--- config.mk ---
export PLATFORM = sky130hd
export DESIGN_NAME = triangle_decoder_flat
export DESIGN_NICKNAME = d
export VERILOG_FILES = /design/src/rtl/triangle_decoder_if.sv /design/src/rtl/triangle_decoder.sv /design/src/flat_wrapper.sv
export SDC_FILE = /design/constraint.sdc
export NUM_CORES = 1
export LEC_CHECK = 0
export CAP_MARGIN = 40
export CORE_UTILIZATION = 50
export DETAILED_ROUTE_END_ITERATION = 6
export GPL_ROUTABILITY_DRIVEN = 0
export HOLD_SLACK_MARGIN = 0.1
export PLACE_DENSITY = 0.78
export SYNTH_ARGS = -nofsm -noshare
export SYNTH_HDL_FRONTEND = slang
export SYNTH_SLANG_ARGS = --single-unit
--- constraint.sdc ---
create_clock -name clk -period 5.9 [get_ports clk]
set_input_delay 1.18 -clock clk [delete_from_list [all_inputs] [get_ports clk]]
set_output_delay 1.18 -clock clk [all_outputs]
set_load 0.005 [all_outputs]
--- src/rtl/triangle_decoder_if.sv ---
// triangle_decoder_if -- sample stream in, decoded phase/period out.
//   master: drives in_valid/sample, observes decoder outputs (testbench/source side)
//   slave : the decoder itself
// Signals:
//   in_valid      sample qualifier, one cycle per accepted sample
//   sample[6:0]   triangle amplitude
//   phase_out[7:0] reconstructed phase (registered)
//   phase_valid   one-cycle pulse, phase_out updated
//   dir           0 = rising half, 1 = falling half
//   locked        direction known
//   period        accepted samples between the last two troughs (saturating)
//   period_valid  one-cycle pulse, period updated
interface triangle_decoder_if #(
  parameter int PERIOD_W = 16
);
  logic                in_valid;
  logic [6:0]          sample;
  logic [7:0]          phase_out;
  logic                phase_valid;
  logic                dir;
  logic                locked;
  logic [PERIOD_W-1:0] period;
  logic                period_valid;

  modport master (
    output in_valid, sample,
    input  phase_out, phase_valid, dir, locked, period, period_valid
  );

  modport slave (
    input  in_valid, sample,
    output phase_out, phase_valid, dir, locked, period, period_valid
  );
endinterface

--- src/rtl/triangle_decoder.sv ---
// triangle_decoder -- recovers an 8-bit phase from a 7-bit triangle amplitude
// stream and measures the waveform period in accepted samples.
// Ports:
//   clk  sole clock, rising edge
//   rst  synchronous active-high reset (wins over in_valid)
//   bus  triangle_decoder_if.slave (see interface file for signal list)
// Parameter:
//   PERIOD_W  width of the period counter/output (4..24)
module triangle_decoder #(
  parameter int PERIOD_W = 16
) (
  input  logic                 clk,
  input  logic                 rst,
  triangle_decoder_if.slave    bus
);

  typedef enum logic [1:0] {
    UNLOCK  = 2'd0,
    RISING  = 2'd1,
    FALLING = 2'd2
  } state_t;

  localparam logic [PERIOD_W-1:0] CNT_MAX = '1;

  state_t              r_state;
  state_t              w_state_next;
  logic [6:0]          r_prev;
  logic                r_have_prev;
  logic                r_seen_trough;
  logic [PERIOD_W-1:0] r_cnt;
  logic [PERIOD_W-1:0] r_period;
  logic                r_period_valid;
  logic [7:0]          r_phase_out;
  logic                r_phase_valid;
  logic                r_dir;
  logic                r_locked;
  logic                w_trough;
  logic                w_report;

  // Direction tracking. Equal neighbours never change state, so the
  // duplicated peak/trough code is reported as 127/255 rather than 128/0.
  always_comb begin
    w_state_next = r_state;
    w_trough     = 1'b0;
    if (bus.in_valid && r_have_prev) begin
      case (r_state)
        UNLOCK: begin
          if (bus.sample > r_prev)      w_state_next = RISING;
          else if (bus.sample < r_prev) w_state_next = FALLING;
        end
        RISING: begin
          if (bus.sample < r_prev) w_state_next = FALLING;
        end
        FALLING: begin
          if (bus.sample > r_prev) begin
            w_state_next = RISING;
            w_trough     = 1'b1;
          end
        end
        default: w_state_next = UNLOCK;
      endcase
    end
  end

  assign w_report = bus.in_valid && r_have_prev && (w_state_next != UNLOCK);

  always_ff @(posedge clk) begin
    if (rst) begin
      r_state        <= UNLOCK;
      r_prev         <= '0;
      r_have_prev    <= 1'b0;
      r_seen_trough  <= 1'b0;
      r_cnt          <= '0;
      r_period       <= '0;
      r_period_valid <= 1'b0;
      r_phase_out    <= '0;
      r_phase_valid  <= 1'b0;
      r_dir          <= 1'b0;
      r_locked       <= 1'b0;
    end else begin
      r_phase_valid  <= 1'b0;
      r_period_valid <= 1'b0;
      if (bus.in_valid) begin
        r_prev      <= bus.sample;
        r_have_prev <= 1'b1;
        r_state     <= w_state_next;
        r_locked    <= (w_state_next != UNLOCK);

        if (w_report) begin
          // Falling half carries the inverted phase LSBs.
          r_phase_out   <= (w_state_next == FALLING) ? {1'b1, ~bus.sample}
                                                     : {1'b0, bus.sample};
          r_dir         <= (w_state_next == FALLING);
          r_phase_valid <= 1'b1;
        end

        if (w_trough) begin
          r_cnt         <= '0;
          r_seen_trough <= 1'b1;
          // The first trough only starts the measurement window.
          if (r_seen_trough) begin
            r_period       <= (r_cnt == CNT_MAX) ? CNT_MAX : r_cnt + 1'b1;
            r_period_valid <= 1'b1;
          end
        end else if (r_cnt != CNT_MAX) begin
          r_cnt <= r_cnt + 1'b1;
        end
      end
    end
  end

  assign bus.phase_out    = r_phase_out;
  assign bus.phase_valid  = r_phase_valid;
  assign bus.dir          = r_dir;
  assign bus.locked       = r_locked;
  assign bus.period       = r_period;
  assign bus.period_valid = r_period_valid;

endmodule

--- src/flat_wrapper.sv ---
// flat-port wrapper written by rule: the top's interface ports become plain ports
module triangle_decoder_flat 
#(
  parameter int PERIOD_W = 16
)
  (clk, rst, bus_in_valid, bus_sample, bus_phase_out, bus_phase_valid, bus_dir, bus_locked, bus_period, bus_period_valid);
  triangle_decoder_if #(.PERIOD_W(PERIOD_W)) bus_i ();
  input  logic clk;
  input  logic rst;
  input wire logic [$bits(bus_i.in_valid)-1:0] bus_in_valid;
  input wire logic [$bits(bus_i.sample)-1:0] bus_sample;
  output wire logic [$bits(bus_i.phase_out)-1:0] bus_phase_out;
  output wire logic [$bits(bus_i.phase_valid)-1:0] bus_phase_valid;
  output wire logic [$bits(bus_i.dir)-1:0] bus_dir;
  output wire logic [$bits(bus_i.locked)-1:0] bus_locked;
  output wire logic [$bits(bus_i.period)-1:0] bus_period;
  output wire logic [$bits(bus_i.period_valid)-1:0] bus_period_valid;
  assign bus_i.in_valid = bus_in_valid;
  assign bus_i.sample = bus_sample;
  assign bus_phase_out = bus_i.phase_out;
  assign bus_phase_valid = bus_i.phase_valid;
  assign bus_dir = bus_i.dir;
  assign bus_locked = bus_i.locked;
  assign bus_period = bus_i.period;
  assign bus_period_valid = bus_i.period_valid;
  triangle_decoder #(.PERIOD_W(PERIOD_W)) u_core (.clk(clk), .rst(rst), .bus(bus_i));
endmodule
==> impl_metrics.toml, run 1 <==
[floorplanning]
start_util_pct = 53.24
core_area_um2 = 5675
die-area_um2 = 6358
die_h_um = 79.74
rows = 27
die_w_um = 79.74
io_pins = 38

[route]
drcViolationCount = 0
ant_nets = 0
firstDrtPassIters = 5
drtIter0Drc = 319
num_vias = 2774
routed_wirelength_mm = 7.183
post_drt_wl_per_cell_um = 15.93
routed_via_density = 6.151

[sta]
final-hold-violation-count = 0
drv_slew = 0
fin_crit_sh_pct = 61.45
setup_viol = 0
clock.fmax_mhz = 275.8
setup_ws_ps = 2275
worst_pin_slew_ps = 758.8
rsz0062_at_grt = "false"
fin_crit_ps = 3625
final.setup.tns_ps = 0
relSlewSlack_pct = 49.26
skew_ps = 6.027

[hold_path]
min_path_type = "flip-flop to flip-flop"
hold_start = "u_core.bus.locked"
hold_depth = 2

[yosys]
synth-edff-count = 0
synth.avg_cell_area_um2 = 8.488
syn-num-nets = 374
postSynth.asyncResetShare_pct = 0
synth_seq_cells = 54
synth_top_area_share_pct = 35.78
ys_seq_area_share_pct = 35.78
ys_types = 56
post_synth_instance_area_um2 = 3022
ys_warn_count = 0
yosys-top-cells-count = "54 x dfxtp_1, 33 x nor2_1, 23 x a21oi_1, 23 x nand2_1, 19 x inv_1"
synthTopCellsByArea = "dfxtp_1 36%, nor2_1 4.1%, a21oi_1 3.8%"
netlist_instances = 356
synth_ff_type = "dfxtp_1"
yosysMostFrequentCell = "dfxtp_1"
synth_largest_area_cell = "dfxtp_1"

[clock_network]
cts_buffers = 5
h-tree-depth = 2
cts_sinks = 54
postCtsSetupBuffers = 0
ctsHoldBuffers = 0
clk_latency_ps = 310
cts_resized = 0
root_buffer = "clkbuf_8"
cts_tree = "built"
clk_path_buf_depth = 2
cts.clk_slew.worst_paths_ps = 100

[place]
port_buffers = 37
dp_hpwl_mm = 5.064
place_ws_ps = 1993

[finish]
seqCellArea_um2 = 1081
layout-drive-gt1-share_pct = 8.443
area_delta_synth_final_pct = 17.43
multi_input_area_um2 = 1748
nets = 396
num_antenna_cells = 0
fillers = 478

[global_route]
grt_usage_pct = 24.63
grt_max_degree = 48
grt_pass1_wl_mm = 12.33
antenna_found_initial = 0
grt_pass1_vias = 2529
overflow = 0

[power_and_ir_drop]
internal_power_mw = 0.5888
leakagePower_nw = 1.171
combPwrFrac_pct = 11.0
power_density_nw_per_um2 = 216.5
switchingPower_mw = 0.1796
ir_drop_uv = 136.6
swShare_pct = 23.37
pwr-share-clk_pct = 39.5
seqPwrFrac_pct = 49.5

[critical_path]
startpoint = "bus_sample[4]"
critPathCaptureType = "flip-flop"
critPathArrivalTime_ps = 3850
cp.required_ps = 6130
worst-path-max-fanout = 17
r2r-start = "u_core.r_cnt[0]"
worstSetupPathType = "primary input to flip-flop"
r2r.worst_path.cells = 6
cp-start-kind = "primary input"

[job]
drv_cap = 0

[status]
status = "finished, final reports clean"
layout by cell type (no fill, tap or decap), drive strengths merged, types with 7 or more instances in the layout:
cell / n
dfxtp: 54
clkdlybuf4s50: 37
nor2: 34
a21oi: 23
nand2: 23
inv: 19
o21ai: 17
o211ai: 15
nand4: 15
nand3: 13
nor4: 12
xnor2: 11
a311oi: 10
ha: 8
nor3: 7
and4: 7
mux2i: 7
o32ai: 7
logic make-up (layout without fill, tap and decap cells):
group           count (synthesis)  after routing  share of synthesized area, %
compound gates                 97             97                         23.98
simple gates                  132            132                         24.22
buf+inv                        45             68                         6.625
xor+xnor                       13             13                         3.768
flops                          54             54                         35.78
fa+ha+maj                       8              8                         3.313
mux                             7              7                         2.319
power groups by stage:
stage	clock network (mW)	registers, mW	logic (mW)
after global routing	0.323	0.382	0.0930
after global placement	0	0.388	0.0806
after floorplan	0	0.388	0.0531
final	0.304	0.380	0.0843
after CTS	0.309	0.380	0.0830
after detailed placement	0	0.389	0.0827
metrics by stage:
stage | utilization, % | hold WS, ps | std cells | area, um2 | power [mW]
after floorplan | - | 460.4 | 356 | 3022 | 0.4406
after global placement | 59.48 | 458.6 | 441 | 3376 | 0.4689
after detailed placement | 60.01 | 463.9 | 443 | 3406 | 0.4713
after CTS | 62.52 | 481.5 | 451 | 3548 | 0.7721
after global routing | 62.52 | 498.4 | 451 | 3548 | 0.7974
final | 62.52 | 475.3 | 451 | 3548 | 0.7684
state kept, by name (all words and copies together) (netlist names):
register / count
u_core.bus.locked: 1
u_core.r_cnt: 16
u_core.r_prev: 7
u_core.bus.dir: 1
u_core.bus.period: 16
u_core.bus.phase_valid: 1
u_core.bus.phase_out: 7
u_core.bus.period_valid: 1
u_core.r_state: 2
u_core.r_seen_trough: 1
u_core.r_have_prev: 1
worst max-delay path, stage by stage:
cell and delay, ps:
clkdlybuf4s50_1 490, ha_1 360, nand4_1 210, o2111ai_1 450, a21o_1 480, nand3_2 360, o311ai_1 310
cell type report:
class | instances | share of cell area, %
Inverter | 19 | 2.010
Multi-Input combinational cell | 257 | 49.26
Sequential cell | 54 | 30.47
Timing Repair Buffer | 41 | 11.71
Tap cell | 72 | 2.539
Clock inverter | 2 | 1.693
Clock buffer | 6 | 2.327
per-layer routing:
layer	part of all wire [%]	up-vias	GRT usage [%]
met5	0	-	0
met4	1.1	0	7.321
met3	6.6	8	4.800
met2	43	103	35.30
met1	49	1288	36.78
li1	-	1375	-
path summary, 6_finish.rpt:
| kind | to | slack (ps) |
|---|---|---|
| max | u_core.r_cnt[9] | 2270 |
| min | u_core.bus.locked | 480 |
| max reg2reg | u_core.r_cnt[11] | 3240 |
| min reg2reg | u_core.bus.locked | 480 |
Power figures use the tool's default switching activity.
==> run 2: changes to the inputs <==
==> constraint.sdc (replaced) <==
create_clock -name clk -period 3.7 [get_ports clk]
set_input_delay 0.74 -clock clk [delete_from_list [all_inputs] [get_ports clk]]
set_output_delay 0.74 -clock clk [all_outputs]
set_load 0.005 [all_outputs]
==> impl_metrics.toml, run 2 (same netlist as run 1, synthesis figures left out) <==
[status]
status = "finished, final reports clean"

[critical_path]
rrSetupSlack_ps = 920
critPathArrivalTime_ps = 3080
worstSetupPathType = "primary input to flip-flop"
reg2reg_to = "u_core.r_cnt[7]"
r2r-start = "u_core.r_cnt[0]"
r2r.worst_path.cells = 6
worst-path-max-fanout = 9
critPathCaptureType = "flip-flop"
cp-start-kind = "primary input"
cp.required_ps = 3930

[sta]
final-hold-violation-count = 0
worst_pin_slew_ps = 729.5
relSlewSlack_pct = 51.37
final.setup.tns_ps = 0
fin_crit_sh_pct = 76.87
fin_crit_ps = 2844
clock.fmax_mhz = 351.6
skew_ps = 15.18
setup_viol = 0
rsz0062_at_grt = "false"
drv_slew = 0

[place]
dp_hpwl_mm = 5.125
port_buffers = 37

[hold_path]
hold_start = "u_core.bus.locked"
hold_depth = 2
holdPathEnd = "u_core.bus.locked"
min_path_type = "flip-flop to flip-flop"

[global_route]
grt_use_met1_pct = 37.45
antenna_found_initial = 0
grt_pass1_vias = 2464
grt_pass1_wl_mm = 12.26
use_met3_pct = 3.429
overflow = 0
grtUsageMet2_pct = 35.56
grt_usage_pct = 24.32
top_usage_layer = "met1"
grt_max_degree = 48

[clock_network]
cts_buffers = 5
ctsHoldBuffers = 0
cts.clk_slew.worst_paths_ps = 110
cts_resized = 0
clk_latency_ps = 320
postCtsSetupBuffers = 0
cts_tree = "built"
clk_path_buf_depth = 2
cts_sinks = 54
root_buffer = "clkbuf_8"
h-tree-depth = 2

[floorplanning]
die_h_um = 79.74
die_w_um = 79.74
die-area_um2 = 6358
io_pins = 38
rows = 27
core_area_um2 = 5675
start_util_pct = 53.24

[finish]
nets = 400
num_antenna_cells = 0
area_delta_synth_final_pct = 16.44
final_util_pct = 61.99
mostFrequentLayoutCell = "dfxtp_1"
layout_common_cells = "54 x dfxtp_1, 37 x clkdlybuf4s50_1, 33 x nor2_1"
layout-drive-gt1-share_pct = 9.399

[route]
drcViolationCount = 0
num_vias = 2899
routed_wirelength_mm = 7.575
post_drt_wl_per_cell_um = 16.65
drtIter0Drc = 338
ant_nets = 0
routed_via_density = 6.371
firstDrtPassIters = 5

[job]
drv_cap = 0

[power_and_ir_drop]
power_density_nw_per_um2 = 315.5
ir_drop_uv = 147.3
leakagePower_nw = 1.163
[run 2: critical path, stage by stage]
cell,delay (ps)
clkdlybuf4s50_1,490
ha_1,360
nand4_1,200
o2111ai_1,460
a21o_1,240
nand3_2,270
o32ai_1,310
[run 2: per-layer routing]
metal,up-vias,wire (um)
met1,1351,3633
met4,0,72
li1,1380,-
met5,-,0
met3,11,609
met2,157,3259
[run 2: per-stage QoR]
step	setup WS [ps]	hold WS, ps	total power [mW]	instance area [um2]	instances
finish	855.8	481.4	1.110	3518	455
global route	703.6	528.1	1.150	3518	455
CTS	920.3	485.6	1.109	3518	455
detailed placement	584.6	461.7	0.7530	3421	447
global placement	679.1	467.8	0.7513	3421	447
floorplan	1347	460.4	0.7026	3022	356
[run 2: layout make-up]
cell class,count,area (um2)
repair buffers,45,430.4
fillers,491,2157
flip-flops and latches,54,1081
inverters,19,71.32
well taps,72,90.09
clock buffers,5,68.82
clock inverters,3,28.78
multi-input cells,257,1748
[run 2: worst max-delay path by stage]
stage,cells after the start,from,endpoint
finish,7,bus_sample[4],u_core.r_cnt[1]
global route,7,bus_sample[6],u_core.r_cnt[9]
CTS,7,bus_sample[4],u_core.r_cnt[9]
detailed placement,7,bus_sample[4],u_core.r_cnt[9]
global placement,7,bus_sample[6],u_core.r_cnt[9]
floorplan,7,bus_sample[6],u_core.bus.phase_out[0]
[run 2: report_power, final]
group | total (mW) | switching, mW | internal (mW)
Combinational | 0.137 | 0.0811 | 0.0559
Sequential | 0.607 | 0.0116 | 0.596
Clock | 0.366 | 0.223 | 0.142
==> run 3: changes to the inputs <==
==> constraint.sdc (replaced) <==
create_clock -name clk -period 2.9 [get_ports clk]
set_input_delay 0.58 -clock clk [delete_from_list [all_inputs] [get_ports clk]]
set_output_delay 0.58 -clock clk [all_outputs]
set_load 0.005 [all_outputs]
==> impl_metrics.toml, run 3 (same netlist as run 1, synthesis figures left out) <==
[sta]
fin_crit_sh_pct = 87.67
skew_ps = 5.173
final.setup.tns_ps = 0
rsz0062_at_grt = "false"
setup_ws_ps = 357.5
drv_slew = 0
clock.fmax_mhz = 393.3
relSlewSlack_pct = 51.40
setup_viol = 0
final-hold-violation-count = 0
fin_crit_ps = 2543
holdWs_ps = 485.8
worst_pin_slew_ps = 728.9

[critical_path]
worst-path-max-fanout = 8
cpLargestDelayFamily = "compound AO/OA/AOI/OAI gates"
critPathCaptureType = "flip-flop"
worst_path_max_delay_cell = "a21oi_1"
cp.required_ps = 3140
crit_top_cell = "o211ai_1"
rrSetupSlack_ps = 490
cp_cell_sequence = "clkdlybuf4s50_1, ha_1, nand4_1, a21o_1, a21oi_1, o211ai_1, o211ai_1"
critPathArrivalTime_ps = 2780
crit_buf_inv = 1
cp-start-kind = "primary input"
worstSetupPathType = "primary input to flip-flop"
max_stage_delay_ps = 600

[floorplanning]
start_util_pct = 53.24
die_w_um = 79.74
die_h_um = 79.74
die-area_um2 = 6358
core_area_um2 = 5675
io_pins = 38
rows = 27

[finish]
fillers = 501
layout_common_cells = "54 x dfxtp_1, 37 x clkdlybuf4s50_1, 33 x nor2_1"
final_area_um2 = 3607
mostFrequentLayoutCell = "dfxtp_1"
layout-drive-gt1-share_pct = 11.70
nets = 410
num_antenna_cells = 0
area_delta_synth_final_pct = 19.38

[clock_network]
postCtsSetupBuffers = 0
cts_buffers = 5
h-tree-depth = 2
clk_latency_ps = 310
cts_sinks = 54
cts.clk_slew.worst_paths_ps = 100
cts_resized = 0
clk_path_buf_depth = 2
cts_tree = "built"
ctsHoldBuffers = 0
root_buffer = "clkbuf_8"

[global_route]
grt_pass1_wl_mm = 12.69
grt_pass1_vias = 2566
overflow = 0
grt_usage_pct = 25.44
antenna_found_initial = 0
grt_max_degree = 47

[route]
routed_wirelength_mm = 7.460
routed_via_density = 6.099
firstDrtPassIters = 5
drtIter0Drc = 357
post_drt_wl_per_cell_um = 16.04
drcViolationCount = 0
ant_nets = 0
num_vias = 2836

[power_and_ir_drop]
combPwrFrac_pct = 13.0
switchingPower_mw = 0.3810
leakagePower_nw = 1.210
ir_drop_uv = 267.2
internal_power_mw = 1.037
swShare_pct = 26.87
total_power_mw = 1.418
seqPwrFrac_pct = 54.6
pwr-share-clk_pct = 32.4
power_density_nw_per_um2 = 393.0

[place]
placed_cell_area_um2 = 3508
place_ws_ps = 54.79
port_buffers = 37
dp_hpwl_mm = 5.241

[hold_path]
min_path_type = "flip-flop to flip-flop"

[status]
status = "finished, final reports clean"

[job]
drv_cap = 0
-- run 3: cell count changes in the layout (fill, tap and decap cells not counted), sizes merged --
cell,change
buf,+10
clkbuf,+1
clkinv,-1
clkinvlp,+1
inv,-1
-- run 3: cell type report --
type,instances,area [um2],area share (%)
clock inverters,2,16.27,0.4509
inverters,19,71.32,1.977
repair buffers,55,518.0,14.36
clock buffers,6,82.58,2.289
flip-flops and latches,54,1081,29.97
well taps,72,90.09,2.497
multi-input cells,257,1748,48.46
-- run 3: worst min-delay path: cells and delay by family, from the launching register on --
kind | cells | cell delay, ps
AND/OR/NAND/NOR | 1 | 60
AO/OA/AOI/OAI | 1 | 60
flip-flops | 1 | 330
-- run 3: path summary, 6_finish.rpt --
check / start / end / cells after the start
setup reg to reg: u_core.r_cnt[0] / u_core.bus.period[6] / 6
hold / removal: u_core.bus.locked / u_core.bus.locked / 2
hold reg to reg: u_core.bus.locked / u_core.bus.locked / 2
setup / recovery: bus_sample[4] / u_core.bus.phase_out[6] / 7
-- run 3: metrics by stage --
stage,util (%),instances
after floorplan,-,356
after global placement,61.82,457
after detailed placement,61.82,457
after CTS,63.56,465
after global routing,63.56,465
final,63.56,465
-- run 3: power groups by stage --
stage | clock network (mW) | registers (mW) | logic [mW]
floorplan | 0 | 0.788 | 0.108
global placement | 0 | 0.791 | 0.178
detailed placement | 0 | 0.792 | 0.180
CTS | 0.468 | 0.774 | 0.182
global route | 0.493 | 0.777 | 0.203
finish | 0.459 | 0.774 | 0.184
-- run 3: per-layer routing --
| metal | part of all wire [%] | global-route usage [%] |
|---|---|---|
| met1 | 47 | 37.89 |
| met2 | 46 | 38.38 |
| met3 | 6.6 | 2.857 |
| met4 | 0.90 | 7.143 |
| met5 | 0 | 0 |
==> RTL change 1: new RTL, flow settings as in run 3 <==
`PERIOD_W` is set to 16 in 3 places; all go to 12.
--- a/src/rtl/triangle_decoder_if.sv
+++ b/src/rtl/triangle_decoder_if.sv
@@ -13,3 +13,3 @@
 interface triangle_decoder_if #(
-  parameter int PERIOD_W = 16
+  parameter int PERIOD_W = 12
 );
--- a/src/rtl/triangle_decoder.sv
+++ b/src/rtl/triangle_decoder.sv
@@ -9,3 +9,3 @@
 module triangle_decoder #(
-  parameter int PERIOD_W = 16
+  parameter int PERIOD_W = 12
 ) (
--- a/src/flat_wrapper.sv
+++ b/src/flat_wrapper.sv
@@ -3,3 +3,3 @@
 #(
-  parameter int PERIOD_W = 16
+  parameter int PERIOD_W = 12
 )
Ports: changed (resized bus_period); port bits go from 38 to 34. No check against the original RTL was run, so the function may have changed too.
==> RTL change 1 against run 3 <==
- global-route usage shrank 4.4 points
- worst setup slack lost 150 ps
- power grew 3.1%
- routed wire length shrank 33%
- sequential cell count shrank 8
- fmax shrank 5.7%
- area after synthesis shrank 20%
- design area shrank 16%
- via count shrank 28%
- largest cell class unchanged
==> RTL change 1: results (changes against run 3) <==
| Parameter | Reported | Unit | Delta |
| --- | --- | --- | --- |
| Nets in the synthesized netlist | 280 | - | was 374 |
| Maximum clock skew at final layout | 6.15 | ps | was 5.17 ps |
| Fraction of layout cells with a size suffix above 1 | 16.8 | % | was 11.7% |
| Die outline area | 0.00513 | mm^2 | was 0.00636 mm^2 |
| Standard cell area after detailed placement | 0.00288 | mm^2 | was 0.00351 mm^2 |
| Worst r2r dst | u_core.bus.phase_out[6]$_SDFFE_PP0P_ | - | was u_core.bus.period[6]$_SDFFE_PP0P_ |
| Post-detailed-route wirelength per cell | 14.1 | um | was 16.0 um |
| WHS | 490 | ps | was 486 ps |
| Signal arrival time at the worst endpoint | 2880 | ps | was 2780 ps |
| Routed via count | 2041 | - | was 2836 |
| Crit Reg-Reg Startpoint | u_core.r_prev[6]$_SDFFE_PP0P_ | - | was u_core.r_cnt[0]$_SDFFE_PP0P_ |
| DP Worst Slack | -54.6 | ps | was 54.8 ps |
| Netlist cell types | 57 | - | was 56 |
| Multi-input gate area in the final layout | 0.00138 | mm^2 | was 0.00175 mm^2 |
| Post-Syn Instances | 262 | - | was 356 |
| Max stage delay cell, worst path | sky130_fd_sc_hd__or4_1 | - | was sky130_fd_sc_hd__a21oi_1 |
| Pin count of the biggest net entering global routing | 41 | - | was 47 |
| Final net count | 321 | - | was 410 |
| Result of the run | finished clean | - | unchanged |
| Leakage | 0.00108 | uW | was 0.00121 uW |
| Top cells by count, synth | 46 x sky130_fd_sc_hd__dfxtp_1, 21 x sky130_fd_sc_hd__nor2_1, 19 x sky130_fd_sc_hd__a21oi_1 | - | was 54 x sky130_fd_sc_hd__dfxtp_1, 33 x sky130_fd_sc_hd__nor2_1, 23 x sky130_fd_sc_hd__a21oi_1, 23 x sky130_fd_sc_hd__nand2_1, 19 x sky130_fd_sc_hd__inv_1 |
| Register share of the cell area | 30.5 | % | was 30.0% |
| Filler cell count | 380 | - | was 501 |
| Dominant cells by area after synthesis | sky130_fd_sc_hd__dfxtp_1 38%, sky130_fd_sc_hd__ha_1 4.1%, sky130_fd_sc_hd__a21oi_1 3.9% | - | was sky130_fd_sc_hd__dfxtp_1 36%, sky130_fd_sc_hd__nor2_1 4.1%, sky130_fd_sc_hd__a21oi_1 3.8% |
| Flop-to-flop setup slack | 560 | ps | was 490 ps |
| Layout non-clock buf frac | 15.5 | % | was 14.4% |
| Global-route usage over all layers | 21.1 | % | was 25.4% |
| Inverter count of the layout excluding clock inverters | 13 | - | was 19 |
| Post-route cell area | 0.00302 | mm^2 | was 0.00361 mm^2 |
| Instance count after placement with tap cells included | 348 | - | was 457 |
| Peak supply drop | 0.000390 | V | was 0.000267 V |
| Number of global-route vias before repair | 1849 | - | was 2566 |
| CP peak stage delay | 490 | ps | was 600 ps |
| Non-clock buffer count | 48 | - | was 55 |
| Post-route non-filler standard cell count | 356 | - | was 465 |
| Number of optimization iterations in the first detailed-route pass | 4 | - | was 5 |
| Detailed-placement wirelength estimate | 3.47 | mm | was 5.24 mm |
| Fraction of area in clock buffers and inverters | 4.72 | % | was 2.74% |
## RTL change 1: changes by cell type after synthesis, sizes merged, moves of 7 or more
cell	change
nand4	-13
o211ai	-12
nor4	-10
dfxtp	-8
o32ai	-7
## RTL change 1: worst max-delay path by stage
stage,start,to,slack [ps]
after floorplan,bus_sample[2],u_core.r_cnt[5]$_SDFFE_PP0P_,610
after global placement,bus_sample[4],u_core.bus.phase_out[1]$_SDFFE_PP0P_,20
after detailed placement,bus_sample[4],u_core.bus.phase_out[6]$_SDFFE_PP0P_,-50
after CTS,bus_sample[4],u_core.bus.phase_out[6]$_SDFFE_PP0P_,250
after global routing,bus_sample[4],u_core.bus.phase_out[6]$_SDFFE_PP0P_,60
final,bus_sample[4],u_core.bus.phase_out[6]$_SDFFE_PP0P_,200
## RTL change 1: per-layer routing
layer / track usage [%] / wire length, um
met1: 27.2 / 2350
met3: 3.66 / 142
met4: 8.50 / 94
met5: 0 / 0
met2: 35.0 / 2430
## RTL change 1: kinds of logic (layout without fill, tap and decap cells)
kind of cell / count (synthesis) / after routing / share of synthesized area, %
AND/OR/NAND/NOR: 83 / 83 / 19.5
AO/OA/AOI/OAI: 75 / 75 / 24.2
flip-flops: 46 / 46 / 38.0
buffers and inverters: 27 / 69 / 5.16
XOR/XNOR: 14 / 14 / 5.06
multiplexers: 9 / 9 / 3.92
adder cells (fa/ha/maj): 8 / 8 / 4.13
## RTL change 1: power by group
| part | internal [uW] | total, uW | switching (uW) |
|---|---|---|---|
| registers | 652 | 666 | 14.5 |
| clock network | 368 | 593 | 225 |
| logic | 95.1 | 203 | 108 |
| total | 1110 | 1460 | 348 |
==> RTL change 2: new RTL, flow settings as in run 3 <==
Made on the original files. Re-encode `state_t` (3 states) as one-hot, 3 bits wide.
--- a/src/rtl/triangle_decoder.sv
+++ b/src/rtl/triangle_decoder.sv
@@ -16,6 +16,6 @@
 
-  typedef enum logic [1:0] {
-    UNLOCK  = 2'd0,
-    RISING  = 2'd1,
-    FALLING = 2'd2
+  typedef enum logic [2:0] {
+    UNLOCK  = 3'b001,
+    RISING  = 3'b010,
+    FALLING = 3'b100
   } state_t;
Behaviour: same outputs for any inputs over 10 cycles, from zero or initial values and one cycle with rst high; not proved beyond that.
==> RTL change 2 against run 3 <==
- via count shrank 11%
- global-route usage shrank 4.8 points
- fmax shrank 2.7%
- worst setup slack lost 70 ps
- design area shrank 0.21%
- count of clock-buffer cells in the layout grew 2
- sequential cell count grew 1
- combinational power grew 4%
- power grew 1.6%
- area after synthesis shrank 1.3%
- routed wire length shrank 18%
- critical endpoint is now u_core.bus.period[0]$_SDFFE_PP0P_
- highest routed layer unchanged
==> RTL change 2: results (changes against run 3) <==
| Parameter | Reported | Unit | Delta |
| --- | --- | --- | --- |
| Detailed-placement wirelength estimate | 4.48 | mm | was 5.24 mm |
| 1st-iter DRT viols | 137 | - | was 357 |
| Adder-cell area share of the yosys netlist | 3.36 | % | was 3.31% |
| Share of synthesized area spent on multiplexers | 2.68 | % | was 2.32% |
| Pwr/cell area | 400 | mW/mm^2 | was 393 mW/mm^2 |
| Leakage | 0.00126 | uW | was 0.00121 uW |
| Multi-input gate area in the final layout | 0.00173 | mm^2 | was 0.00175 mm^2 |
| First-pass GRT wire length | 10.5 | mm | was 12.7 mm |
| Worst R2R Path Depth | 7 | - | was 6 |
| Max Fanout on Critical Path | 30 | - | was 8 |
| Maximum clock skew at final layout | 8.63 | ps | was 5.17 ps |
| Fraction of area in clock buffers and inverters | 2.78 | % | was 2.74% |
| Dominant cells by area after synthesis | sky130_fd_sc_hd__dfxtp_1 37%, sky130_fd_sc_hd__nor2_1 5.8%, sky130_fd_sc_hd__a311oi_2 4.5% | - | was sky130_fd_sc_hd__dfxtp_1 36%, sky130_fd_sc_hd__nor2_1 4.1%, sky130_fd_sc_hd__a21oi_1 3.8% |
| Signal arrival time at the worst endpoint | 2810 | ps | was 2780 ps |
| Multi-input gates | 250 | - | was 257 |
| Mean instance size in the synthesized netlist | 8.85 | um^2 | was 8.49 um^2 |
| Post-detailed-route wirelength per cell | 13.5 | um | was 16.0 um |
| End point of the most critical hold path | u_core.bus.period[12]$_SDFFE_PP0P_ | - | was u_core.bus.locked$_SDFFE_PP0P_ |
| Fraction of layout cells with a size suffix above 1 | 16.3 | % | was 11.7% |
| Die outline area | 0.00628 | mm^2 | was 0.00636 mm^2 |
| Filler cell count | 471 | - | was 501 |
| Pin count of the biggest net entering global routing | 37 | - | was 47 |
| Max stage delay cell, worst path | sky130_fd_sc_hd__clkdlybuf4s50_1 | - | was sky130_fd_sc_hd__a21oi_1 |
| WHS | 465 | ps | was 486 ps |
| Result of the run | finished clean | - | unchanged |
| Routed via count | 2514 | - | was 2836 |
| Inverter count of the layout excluding clock inverters | 11 | - | was 19 |
| Number of global-route vias before repair | 2391 | - | was 2566 |
| Non-clock buffer count | 57 | - | was 55 |
## RTL change 2: changes by cell type after synthesis, sizes merged, moves of 5 or more
cell    before  now
a31oi        5    0
inv         19   11
nand2b       1    8
nand3       13   21
nand4       15    5
nor2        34   46
nor4        12    2
o211ai      15    3
o32ai        7    0
or3          2    7
xnor2       11    4
xor2         2   12
## RTL change 2: metal layers
| metal | vias to the layer above | GRT usage [%] | part of all wire (%) |
|---|---|---|---|
| li1 | 1303 | - | - |
| met2 | 49 | 36.9 | 49 |
| met1 | 1160 | 25.6 | 47 |
| met4 | 0 | 6.00 | 0.28 |
| met5 | - | 0 | 0 |
| met3 | 2 | 2.87 | 3.3 |
## RTL change 2: worst register-to-register path, stage by stage (launching register included)
cell and delay (ps):
sky130_fd_sc_hd__dfxtp_1 420, sky130_fd_sc_hd__ha_1 320, sky130_fd_sc_hd__nand3_2 180, sky130_fd_sc_hd__nor4_4 430
sky130_fd_sc_hd__nand2_1 450, sky130_fd_sc_hd__o21ai_0 450, sky130_fd_sc_hd__nand3b_1 130, sky130_fd_sc_hd__o41ai_1 70
## RTL change 2: per-stage QoR
stage          setup slack, ps  TNS [ps]
2_1_floorplan              539         0
3_3_place_gp              38.3         0
3_5_place_dp             -26.1     -26.1
4_1_cts                    283         0
5_1_grt                    113         0
6_report                   287         0
## RTL change 2: logic make-up (layout without fill, tap and decap cells)
| logic type | after synthesis | count (layout) |
|---|---|---|
| DFF | 55 | 55 |
| muxes | 8 | 8 |
| xor gates and xnor gates | 16 | 16 |
| AOI/OAI and AO/OA | 77 | 77 |
| buffers and inverters | 32 | 76 |
| and+or+nand+nor | 141 | 141 |
| adders and majority gates | 8 | 8 |
